**src/rtl/clk_div_pkg.sv**
```systemverilog
`default_nettype none
// ============================================================================
// Module      : clk_div_pkg
// Description : Shared constants, types and helpers for the programmable
//               clock divider / phase generator.
// Revision    : 1.0 - initial release
// ============================================================================
package clk_div_pkg;

    localparam int MIN_DIV    = 2;
    localparam int MAX_PHASES = 32;
    localparam int MAX_PH_W   = 5;

    // Widest phase index supported; callers cast down to their own PH_W.
    typedef logic [MAX_PH_W-1:0] phase_t;

    function automatic logic [31:0] clamp_div(input logic [31:0] x);
        return (x < 32'(MIN_DIV)) ? 32'(MIN_DIV) : x;
    endfunction

    function automatic logic [MAX_PHASES-1:0] onehot(input phase_t idx);
        return {{(MAX_PHASES-1){1'b0}}, 1'b1} << idx;
    endfunction

endpackage : clk_div_pkg
`default_nettype wire

```
**src/rtl/clk_div_phase_gen_phase_ring.sv**
```systemverilog
`default_nettype none
// ============================================================================
// Module      : phase_ring
// Description : Modulo-NUM_PHASES phase counter advanced by the divider wrap,
//               with a registered one-hot strobe for the new phase.
// Revision    : 1.0 - initial release
// ============================================================================
module phase_ring
    import clk_div_pkg::*;
#(
    parameter int NUM_PHASES = 2,
    parameter int PH_W       = (NUM_PHASES > 1) ? $clog2(NUM_PHASES) : 1
) (
    input  logic                  clk,
    input  logic                  rst,
    input  logic                  advance,
    output logic [PH_W-1:0]       phase,
    output logic [NUM_PHASES-1:0] phase_strobe
);

    localparam logic [PH_W-1:0] c_last_phase = PH_W'(NUM_PHASES - 1);

    logic [PH_W-1:0]       r_phase;
    logic [PH_W-1:0]       w_phase_n;
    logic [NUM_PHASES-1:0] r_strobe;

    always_comb begin
        w_phase_n = (r_phase == c_last_phase) ? '0 : r_phase + PH_W'(1);
    end

    // Reset parks on the last phase so the first advance lands on phase 0.
    always_ff @(posedge clk) begin
        if (rst) begin
            r_phase  <= c_last_phase;
            r_strobe <= '0;
        end else if (advance) begin
            r_phase  <= w_phase_n;
            r_strobe <= NUM_PHASES'(onehot(phase_t'(w_phase_n)));
        end else begin
            r_strobe <= '0;
        end
    end

    assign phase        = r_phase;
    assign phase_strobe = r_strobe;

endmodule : phase_ring
`default_nettype wire

```
**src/rtl/clk_div_phase_gen.sv**
```systemverilog
`default_nettype none
// ============================================================================
// Module      : clk_div_phase_gen
// Description : Programmable clock divider with runtime-loadable ratio applied
//               at period boundaries, period tick and rotating phase strobes.
// Revision    : 1.0 - initial release
// ============================================================================
module clk_div_phase_gen
    import clk_div_pkg::*;
#(
    parameter int CNT_W       = 8,
    parameter int NUM_PHASES  = 2,
    parameter int DEFAULT_DIV = 2,
    parameter int PH_W        = (NUM_PHASES > 1) ? $clog2(NUM_PHASES) : 1
) (
    input  logic                  clk,
    input  logic                  rst,
    input  logic                  en,
    input  logic [CNT_W-1:0]      div_ratio,
    input  logic                  div_load,
    output logic                  out_clk,
    output logic                  tick,
    output logic [PH_W-1:0]       phase,
    output logic [NUM_PHASES-1:0] phase_strobe,
    output logic [CNT_W-1:0]      cur_div,
    output logic                  load_pending
);

    localparam logic [CNT_W-1:0] c_default_div = CNT_W'(DEFAULT_DIV);

    logic [CNT_W-1:0] r_cnt;
    logic [CNT_W-1:0] r_cur_div;
    logic [CNT_W-1:0] r_shadow;
    logic             r_load_pending;
    logic             r_out_clk;
    logic             r_tick;

    logic             w_wrap;
    logic             w_advance;
    logic [CNT_W-1:0] w_cnt_n;
    logic [CNT_W-1:0] w_cur_div_n;
    logic [CNT_W-1:0] w_high_cnt;

    // High-phase length is ceil(D/2), computed without widening the counter.
    always_comb begin
        w_wrap      = (r_cnt == r_cur_div - CNT_W'(1));
        w_cnt_n     = w_wrap ? '0 : r_cnt + CNT_W'(1);
        w_cur_div_n = w_wrap ? r_shadow : r_cur_div;
        w_high_cnt  = (w_cur_div_n >> 1) + {{(CNT_W-1){1'b0}}, w_cur_div_n[0]};
        w_advance   = en & w_wrap;
    end

    always_ff @(posedge clk) begin
        if (rst) begin
            r_cnt          <= c_default_div - CNT_W'(1);
            r_cur_div      <= c_default_div;
            r_shadow       <= c_default_div;
            r_load_pending <= 1'b0;
            r_out_clk      <= 1'b0;
            r_tick         <= 1'b0;
        end else begin
            if (en) begin
                r_cnt     <= w_cnt_n;
                r_cur_div <= w_cur_div_n;
                r_out_clk <= (w_cnt_n < w_high_cnt);
                r_tick    <= w_wrap;
            end else begin
                r_tick    <= 1'b0;
            end
            // A load coinciding with a wrap lands in the shadow for the next period.
            if (div_load) begin
                r_shadow       <= CNT_W'(clamp_div(32'(div_ratio)));
                r_load_pending <= 1'b1;
            end else if (w_advance) begin
                r_load_pending <= 1'b0;
            end
        end
    end

    phase_ring #(
        .NUM_PHASES (NUM_PHASES),
        .PH_W       (PH_W)
    ) u_phase_ring (
        .clk          (clk),
        .rst          (rst),
        .advance      (w_advance),
        .phase        (phase),
        .phase_strobe (phase_strobe)
    );

    assign out_clk      = r_out_clk;
    assign tick         = r_tick;
    assign cur_div      = r_cur_div;
    assign load_pending = r_load_pending;

endmodule : clk_div_phase_gen
`default_nettype wire

```
**config.mk**
```make
export PLATFORM = sky130hd
export DESIGN_NAME = clk_div_phase_gen
export DESIGN_NICKNAME = d
export VERILOG_FILES = /design/src/rtl/clk_div_pkg.sv /design/src/rtl/clk_div_phase_gen_phase_ring.sv /design/src/rtl/clk_div_phase_gen.sv
export SDC_FILE = /design/constraint.sdc
export NUM_CORES = 1
export LEC_CHECK = 0
export BUFFER_PORTS_ARGS = -buffer_cell sky130_fd_sc_hd__buf_2
export CORE_MARGIN = 5
export CORE_UTILIZATION = 50
export CTS_BUF_LIST = sky130_fd_sc_hd__clkbuf_16
export CTS_CLUSTER_DIAMETER = 120
export DETAILED_ROUTE_END_ITERATION = 8
export GPL_TIMING_DRIVEN = 0
export PLACE_DENSITY = 0.83
export SETUP_SLACK_MARGIN = 0.1
export SLEW_MARGIN = 20
export SYNTH_ARGS = -nofsm -noshare
export SYNTH_HDL_FRONTEND = slang
export SYNTH_SLANG_ARGS = --single-unit
```
**constraint.sdc**
```tcl
create_clock -name clk -period 4.2 [get_ports clk]
set_clock_uncertainty 0.15 [all_clocks]
set_input_delay 1.05 -clock clk [delete_from_list [all_inputs] [get_ports clk]]
set_output_delay 1.05 -clock clk [all_outputs]
set_load 0.02 [all_outputs]
```
==> results.cfg, run 1 <==
[synth]
avgSynthCellArea_um2 = 7.93
synthCells = 258
synth_top_family_by_area = simple AND/OR/NAND/NOR gates
synthDistinctLibCells = 44
synth_edf_count = 0
synthArstFlopShare_pct = 0
synthMuxAreaShare_pct = 5.38
synth.most_common_cell = dfxtp_1
synth_fa_ha_area_share_pct = 6.73
synth_flop_cell = dfxtp_1
synth.top_cell.area_share_pct = 29.4
syn_area_mm2 = 0.00205
synth.top_cells.by_count = dfxtp_1 (30), nor2_1 (21), nand3_1 (20), clkbuf_1 (16), nand2_1 (16)
yosys.area.top_type = dfxtp_1
ys_seq_elements = 30
yosysWarnings = 0
seq_area_frac_synth_pct = 29.4
synth_fp_nets = 281
synthXorXnorAreaFrac_pct = 10.3
yosys.area_share.simple_pct = 28.0
synth_compound_area_share_pct = 14.0
synthTopCellsByArea = dfxtp_1 (29%), ha_1 (6.7%), xor2_1 (6.0%)

[place]
io_buffers = 23
place_hpwl_mm = 3.66
place.gp.congestion = 0.881

[routing]
drt_iter0_markers = 165
wl_mm = 5.39
via_per_inst = 5.94
route.detailed.drc = 0
vias = 2031
ant_nets = 0
drt_pass1_iterations = 4
wl_per_cell_um = 15.8

[die]
core_mm2 = 0.00397
initial_utilization_pct = 51.5
fp.dieW_um = 74.0
dieArea_mm2 = 0.00547
rows = 23
die_h_um = 74.0
pin_count = 26

[clock_tree]
cts_tree = yes
cts.clk_slew.worst_paths_ns = 0.05
cts_root_buf = clkbuf_16
clk-insertion-delay-late_ns = 0.28
cts.hold.buffers_added = 0
htreeDepth = 2
clock-sinks = 30
cts_buffers = 5
clk_path_buf_depth = 2

[grt]
grtUsageTotal_pct = 20.9
grt_max_degree = 11
grt_overflow = 0
grt_pass1_vias = 1879
grt_pass1_wl_mm = 8.77
antenna_found_initial = 0

[critical_path]
cp.required_ns = 4.20
crit_arrival_ns = 4.04
path_cells = buf_6 > or4_4 > or4_4 > nand3_4 > o2111ai_4 > buf_6 > mux2_4 > ha_4 > ha_4 > nand3_1 > xor2_1 > nor2_1 > a21oi_1 > ha_1 > nand4_1 > a21oi_2 > o41ai_2 > nand3_1 > o32ai_1
cp-start-kind = register
critPathMaxStageDelay_ns = 0.57
criticalPathCategory = register to register
cpMaxStageDelayCell = or4_4
path_buf_inv = 2
critPathCaptureType = register
path_max_fanout = 9
critPathTopFamily = simple AND/OR/NAND/NOR gates

[hold_path]
hold_path_class = register to register

[timing]
clock.fmax_ghz = 0.247
period_minus_slack_ns = 4.04
tightest_slew_ns = 0.569
max-slew-margin-rel_pct = 62.1
setup_viol = 0
period_share_pct = 96.3
drv_slew = 0
rsz0062_at_grt = yes
finalHoldViolations = 0

[cells_and_area]
drive_gt1_share_pct = 18.8
num-fill-cells = 344
nets = 314
ff_latch_area_um2 = 604
antenna_cells = 0
syn_to_final_growth_pct = 21.3
final_util_pct = 62.5
multiInputGateArea_mm2 = 0.00140

[power]
power_density_mw_per_mm2 = 710
power.leakage_uw = 0.000993
ir_drop_mv = 0.411
totalPowerFinal_uw = 1760

[flow_run]
cap_violations = 0

[run_status]
run_status = finished clean
==> worst register-to-register path, cell delays in order (launching register included) <==
cell and delay [ns]:
dfxtp_1 0.31, buf_6 0.14, or4_4 0.58, or4_4 0.45, nand3_4 0.12, o2111ai_4 0.14, buf_6 0.18, mux2_4 0.31
ha_4 0.19, ha_4 0.18, nand3_1 0.10, xor2_1 0.07, nor2_1 0.11, a21oi_1 0.05, ha_1 0.29, nand4_1 0.10
a21oi_2 0.19, o41ai_2 0.10, nand3_1 0.10, o32ai_1 0.08
==> layer usage <==
layer	vias to the layer above	share of wire [%]	GRT usage (%)
li1	976	-	-
met1	975	41	25.8
met2	66	51	35.1
met3	14	5.7	4.59
met4	0	2.5	9.05
met5	-	0	0
==> through the flow <==
step | hold WS, ns | setup WS (ns) | area, um^2 | instances | setup TNS (ns)
6_report | 0.321 | 0.155 | 2480 | 342 | 0
5_1_grt | 0.356 | -0.0510 | 2480 | 342 | -0.0510
4_1_cts | 0.326 | 0.130 | 2420 | 341 | 0
3_5_place_dp | 0.318 | -0.274 | 2220 | 331 | -0.274
3_3_place_gp | 0.313 | -0.236 | 2220 | 331 | -0.236
2_1_floorplan | 0.310 | 0.129 | 2050 | 258 | 0
==> timing repair <==
item / 4_1_cts / 5_1_grt
resized for setup: 11 / 11
endpoints found under the hold margin: 0 / 0
setup endpoints to repair: 1 / 1
buffers inserted: 2 / 1
pin swaps: 0 / 10
==> cells by family after synthesis <==
| group | after synthesis |
|---|---|
| and+or+nand+nor | 106 |
| AOI/OAI and AO/OA | 47 |
| buffers and inverters | 30 |
| DFF | 30 |
| xor gates and xnor gates | 24 |
| adders and majority gates | 11 |
| muxes | 10 |
==> power by group <==
group | switching [uW] | total, uW | internal [uW]
logic | 620 | 1060 | 445
registers | 35.2 | 359 | 324
clock network | 125 | 338 | 214
==> worst paths after layout <==
check             start       to  slack [ns]  cells past startpoint
max          cur_div[2]  out_clk        0.16                     19
min             out_clk  out_clk        0.32                      2
max reg2reg  cur_div[2]  out_clk        0.16                     19
min reg2reg     out_clk  out_clk        0.32                      2
==> cell usage in the layout, fill, tap and decap left out, types with 2 or more instances in the layout <==
master / synthesis / routed
ha_4: 0 / 2
nor3_2: 1 / 2
ha_1: 11 / 9
mux2i_1: 8 / 8
xor2_1: 14 / 14
clkbuf_1: 16 / 15
or4_1: 7 / 5
and2_1: 3 / 3
o22ai_1: 2 / 2
buf_4: 2 / 4
inv_1: 10 / 11
clkbuf_16: 0 / 5
or4_4: 1 / 3
nor2_1: 21 / 21
nand2b_1: 9 / 9
nor2b_1: 10 / 10
nand4_1: 3 / 3
a21oi_1: 10 / 9
dfxtp_1: 30 / 29
nor3_1: 5 / 4
o21ai_1: 9 / 10
and3_1: 3 / 3
a31oi_1: 4 / 4
xnor2_1: 10 / 10
o31ai_1: 2 / 2
o21ai_0: 10 / 9
nand2_1: 16 / 16
nand3_1: 20 / 19
buf_2: 1 / 24
mux2_4: 2 / 2
nor4_1: 2 / 2
buf_6: 1 / 3
==> flip-flops by register name, indices dropped and copies added, names as in the netlist <==
register,count
load_pending,1
u_phase_ring.phase,1
u_phase_ring.phase_strobe,2
tick,1
r_cnt,8
cur_div,8
r_shadow,8
out_clk,1
==> final cells by class <==
class / instances / area share, %
timing repair buffer: 26 / 5.54
clock inverter: 3 / 0.504
sequential: 30 / 24.3
inverter: 10 / 1.51
buffer: 20 / 4.13
multi-input combinational: 198 / 56.4
clock buffer: 5 / 5.04
tap: 50 / 2.52
(Power assumes the default switching activity.)
==> inputs of run 2 (changes only) <==
--- a/config.mk
+++ b/config.mk
@@ -5,14 +5,14 @@
 export SDC_FILE = /design/constraint.sdc
 export NUM_CORES = 1
 export LEC_CHECK = 0
-export BUFFER_PORTS_ARGS = -buffer_cell sky130_fd_sc_hd__buf_2
 export CORE_MARGIN = 5
 export CORE_UTILIZATION = 50
 export CTS_BUF_LIST = sky130_fd_sc_hd__clkbuf_16
 export CTS_CLUSTER_DIAMETER = 120
 export DETAILED_ROUTE_END_ITERATION = 8
+export DONT_BUFFER_PORTS = 1
 export GPL_TIMING_DRIVEN = 0
-export PLACE_DENSITY = 0.83
+export PLACE_DENSITY = 0.78
 export SETUP_SLACK_MARGIN = 0.1
 export SLEW_MARGIN = 20
 export SYNTH_ARGS = -nofsm -noshare
==> run 2 against run 1 <==
Sequential share of layout area increased by 0.58 points. Count of clock-buffer cells in the layout unchanged. Sequential power increased by 11%. Die area unchanged. Utilization decreased by 0.82 points. Total power decreased by 0.64%. Critical path depth decreased by 2. Register-to-register slack improved by 0.06 ns. Clock power decreased by 3%. Combinational power decreased by 4%. Cell count decreased by 5.0%. Setup slack improved by 0.062 ns.
==> results.cfg, run 2 (same netlist as run 1, synthesis figures left out) <==
[clock_tree]
cts_root_buf = clkbuf_16
clock-sinks = 30
cts_tree = yes
cts_buffers = 5
clk-insertion-delay-late_ns = 0.27
clk_path_buf_depth = 2
cts.clk_slew.worst_paths_ns = 0.05
htreeDepth = 2

[flow_run]
cap_violations = 0

[grt]
grt_pass1_wl_mm = 8.70
grt_pass1_vias = 1849
grtUsageTotal_pct = 20.7
grt_overflow = 0
antenna_found_initial = 0
grt_max_degree = 11

[hold_path]
min-delay-start = r_shadow[5]
min_path_cells = 2
hold_path_end = cur_div[5]
hold_path_class = register to register

[place]
pre_cts_slack_ns = -0.484
io_buffers = 0
placed_area_mm2 = 0.00211
place.gp.congestion = 0.795
place_hpwl_mm = 3.68

[routing]
wl_per_cell_um = 16.3
via_per_inst = 5.79
ant_nets = 0
vias = 1883
route.detailed.drc = 0
drt_iter0_markers = 90
wl_mm = 5.29
drt_pass1_iterations = 4

[timing]
tightest_slew_ns = 0.581
rsz0062_at_grt = yes
setup_viol = 0
finalHoldViolations = 0
tns_ns = 0
period_minus_slack_ns = 3.98
hold_slack_ns = 0.373
period_share_pct = 94.8
drv_slew = 0
setup_slack_ns = 0.217
clock.fmax_ghz = 0.251
max-slew-margin-rel_pct = 60.7

[critical_path]
timing.rr.end = out_clk
r2r-start = cur_div[3]
cp-start-kind = register
critPathCaptureType = register
criticalPathCategory = register to register
rrSetupSlack_ns = 0.22
path_max_fanout = 7
crit_arrival_ns = 3.97
reg2regPathDepth = 17
cp.required_ns = 4.19

[power]
power_density_mw_per_mm2 = 715
power.leakage_uw = 0.000922
ir_drop_mv = 0.422

[cells_and_area]
design_area_mm2 = 0.00245
antenna_cells = 0
syn_to_final_growth_pct = 19.8
drive_gt1_share_pct = 16.4
nets = 297
final_cell_mix = dfxtp_1 (26), nor2_1 (21), nand3_1 (17)
final_common_cell = dfxtp_1
num-fill-cells = 325

[die]
rows = 23
initial_utilization_pct = 51.5
pin_count = 26
dieArea_mm2 = 0.00547
fp.dieW_um = 74.0
core_mm2 = 0.00397
die_h_um = 74.0

[run_status]
run_status = finished clean
==> run 2: what timing repair did <==
action | 4_1_cts | 5_1_grt
setup endpoints to repair | 1 | 1
hold buffers | 0 | 0
gates resized for setup | 29 | 4
pin swaps | 14 | 5
setup buffers | 7 | 2
==> run 2: routing by layer <==
metal	vias up	track usage, %	routed length [um]
li1	938	-	-
met2	48	38.7	2790
met4	0	6.84	96
met1	890	23.0	2120
met5	-	0	0
met3	7	4.46	287
==> run 2: critical path: stages (launching register included) <==
cell and delay (ns):
dfxtp_4 0.39, or4_4 0.59, or4_4 0.45, nand3_4 0.11, o2111ai_4 0.15, buf_6 0.17
mux2_4 0.31, ha_4 0.18, buf_4 0.15, nand3_1 0.09, xnor2_1 0.12, o21ai_1 0.08
ha_1 0.31, nand4_1 0.13, a21oi_2 0.15, nand2_1 0.08, nor3_2 0.13, o32ai_2 0.10
==> run 2: cell type report <==
class,count,area (um^2),share of cell area (%)
multi-input combinational,198,1420,58.0
sequential,30,611,24.9
clock buffer,5,125,5.11
buffer,20,119,4.85
timing repair buffer,9,63.8,2.60
tap,50,62.6,2.55
inverter,10,37.5,1.53
clock inverter,3,11.3,0.460
==> run 2: where the power goes <==
part | internal (uW) | switching (uW) | total [uW]
Clock | 212 | 117 | 329
Sequential | 326 | 72.3 | 398
Combinational | 468 | 555 | 1020
Total | 1010 | 744 | 1750
==> run 2: worst max path at each step <==
stage	startpoint	endpoint	slack (ns)
after global placement	cur_div[2]	out_clk	-0.39
after floorplan	cur_div[2]	out_clk	0.13
after CTS	cur_div[2]	out_clk	0.08
final	cur_div[3]	out_clk	0.22
after global routing	cur_div[3]	out_clk	0.04
after detailed placement	cur_div[2]	out_clk	-0.48
==> run 2: through the flow <==
step,util [%],std cells,power (uW)
after global routing,61.7,325,1860
after floorplan,-,258,1020
final,61.7,325,1750
after detailed placement,53.1,308,1190
after global placement,53.1,308,1170
after CTS,61.0,323,1690
==> inputs of run 3 (changes only) <==
--- a/config.mk
+++ b/config.mk
@@ -5,6 +5,7 @@
 export SDC_FILE = /design/constraint.sdc
 export NUM_CORES = 1
 export LEC_CHECK = 0
+export ABC_AREA = 1
 export CORE_MARGIN = 5
 export CORE_UTILIZATION = 50
 export CTS_BUF_LIST = sky130_fd_sc_hd__clkbuf_16
==> run 3 against run 2 <==
First-iteration DRC count rose by 67%. Die area fell by 5.7%. Combinational power is 80% lower. Critical path depth rose by 9. Clock power increased by 42%. Total power shrank 43%. Area after synthesis shrank 6.6%. Utilization is 2.8 points lower. Synthesized cell count up 9.7%. Via count down 5.2%. Sequential power shrank 17%. Largest power group is now clock.
==> results.cfg, run 3 <==
[die]
dieArea_mm2 = 0.00516
die_h_um = 71.8
pin_count = 26
rows = 22
core_mm2 = 0.00369
fp.dieW_um = 71.8
initial_utilization_pct = 51.8

[synth]
synthDistinctLibCells = 31
syn_area_mm2 = 0.00191
avgSynthCellArea_um2 = 6.75
synth.top_cells.by_count = nand2_1 (60), inv_1 (40), dfxtp_1 (30), nor2_1 (25), nand3_1 (18)
yosysWarnings = 0
ys_seq_elements = 30
synth.most_common_cell = nand2_1
synth_fp_nets = 306
synthCells = 283
synth_edf_count = 0
seq_area_frac_synth_pct = 31.4
synthXorXnorAreaFrac_pct = 4.13
synth_flop_cell = dfxtp_1
synthArstFlopShare_pct = 0
synth.top_cell.area_share_pct = 31.4
synth_top_family_by_area = simple AND/OR/NAND/NOR gates
yosys.area.top_type = dfxtp_1
synth_compound_area_share_pct = 16.9
synthMuxAreaShare_pct = 0
yosys.area_share.simple_pct = 28.9
synthTopCellsByArea = dfxtp_1 (31%), nand2_1 (12%), inv_1 (7.9%)
synth_fa_ha_area_share_pct = 7.20

[critical_path]
criticalPathCategory = register to register
crit_arrival_ns = 3.82
cp-start-kind = register
critPathCaptureType = register
path_max_fanout = 10
cp.required_ns = 4.20

[timing]
period_minus_slack_ns = 3.82
tns_ns = 0
rsz0062_at_grt = no
clock.fmax_ghz = 0.262
drv_slew = 0
setup_slack_ns = 0.380
finalHoldViolations = 0
setup_viol = 0
tightest_slew_ns = 0.531
period_share_pct = 91.0
max-slew-margin-rel_pct = 64.6

[place]
dp.cells = 331
place.gp.congestion = 0.808
pre_cts_slack_ns = 0.178
place_hpwl_mm = 3.40
io_buffers = 0

[clock_tree]
clk-insertion-delay-late_ns = 0.28
cts.hold.buffers_added = 0
cts.clk_slew.worst_paths_ns = 0.05
cts_root_buf = clkbuf_16
cts_tree = yes
clk_path_buf_depth = 2
htreeDepth = 2
cts_buffers = 5
clock-sinks = 30

[power]
pwr-share-clk_pct = 46.7
p_sw_uw = 282
comb_power_share_pct = 20.1
ir_drop_mv = 0.191
intPower_uw = 716
p_sw_share_pct = 28.3
power.leakage_uw = 0.000996
seqPwrFrac_pct = 33.2
power_density_mw_per_mm2 = 459

[cells_and_area]
final_cell_mix = nand2_1 (60), inv_1 (39), dfxtp_1 (28)
drive_gt1_share_pct = 14.8
num-fill-cells = 353
ff_latch_area_um2 = 608
syn_to_final_growth_pct = 13.7
antenna_cells = 0
nets = 313
multiInputGateArea_mm2 = 0.00110
final_common_cell = nand2_1
final_util_pct = 58.9
finalNonFillerCells = 339

[routing]
drt_iter0_markers = 150
route.detailed.drc = 0
drt_pass1_iterations = 4
wl_per_cell_um = 13.5
vias = 1786
via_per_inst = 5.27
wl_mm = 4.58
ant_nets = 0

[grt]
grt_pass1_wl_mm = 7.62
grt_pass1_vias = 1609
grt_max_degree = 11
grtUsageTotal_pct = 19.0
grt_overflow = 0
antenna_found_initial = 0

[hold_path]
hold_path_class = register to register

[flow_run]
cap_violations = 0

[run_status]
run_status = finished clean
==> run 3: what timing repair did <==
item                                    4_1_cts  5_1_grt
resized for setup                             0        7
endpoints found under the setup margin        0        1
setup buffers                                 0        0
==> run 3: power groups by stage <==
stage               Sequential, uW  Combinational [uW]  Clock [uW]
finish                         331                 200         466
global route                   333                 232         484
CTS                            331                 201         470
detailed placement             337                 197           0
global placement               336                 191           0
floorplan                      331                 163           0
==> run 3: area by class of cell <==
class / instances / area share, %
sequential: 30 / 28.0
clock buffer: 5 / 5.76
multi-input combinational: 198 / 50.5
buffer: 5 / 1.38
inverter: 50 / 8.64
clock inverter: 3 / 2.94
tap: 48 / 2.76
==> run 3: worst paths after layout <==
check | from | endpoint | slack, ns | cells past startpoint
worst max register to register | cur_div[0] | out_clk | 0.38 | 26
worst min-delay path | r_shadow[5] | r_shadow[5] | 0.35 | 2
worst min register to register | r_shadow[5] | r_shadow[5] | 0.35 | 2
worst max-delay path | cur_div[0] | out_clk | 0.38 | 26
==> run 3: logic make-up (layout without fill, tap and decap cells) <==
group,count (synthesis),after routing
simple gates,123,123
buf+inv,55,63
xor+xnor,9,9
compound gates,55,55
fa+ha+maj,11,11
flops,30,30
==> run 3: critical path, stage by stage, from the launching register on <==
cell,delay [ns]
dfxtp_4,0.43
inv_2,0.08
ha_1,0.31
inv_1,0.05
nand2_1,0.05
nand2_1,0.04
nor2_1,0.10
nand2_1,0.06
nor2_1,0.09
nand2_1,0.07
nor2_2,0.10
nand2_2,0.10
buf_6,0.16
buf_4,0.17
o21ai_0,0.21
ha_2,0.24
ha_2,0.19
inv_1,0.04
nor2_1,0.12
nand2_2,0.08
nor3_2,0.13
xnor2_1,0.08
ha_1,0.27
nand2_1,0.06
o21a_1,0.18
nand2_1,0.06
a21oi_1,0.05
==> run 3: per-layer routing <==
| layer | vias up | GRT usage [%] | share of wire, % |
|---|---|---|---|
| li1 | 927 | - | - |
| met1 | 808 | 23.7 | 44 |
| met2 | 43 | 30.8 | 49 |
| met3 | 8 | 5.47 | 5.2 |
| met4 | 0 | 7.31 | 1.8 |
| met5 | - | 0 | 0 |
==> run 3: through the flow <==
step / total power, uW / hold WS [ns] / cell area, um^2
detailed placement: 534 / 0.340 / 1970
global placement: 528 / 0.325 / 1970
finish: 998 / 0.347 / 2170
global route: 1050 / 0.357 / 2170
CTS: 1000 / 0.347 / 2160
floorplan: 493 / 0.286 / 1910
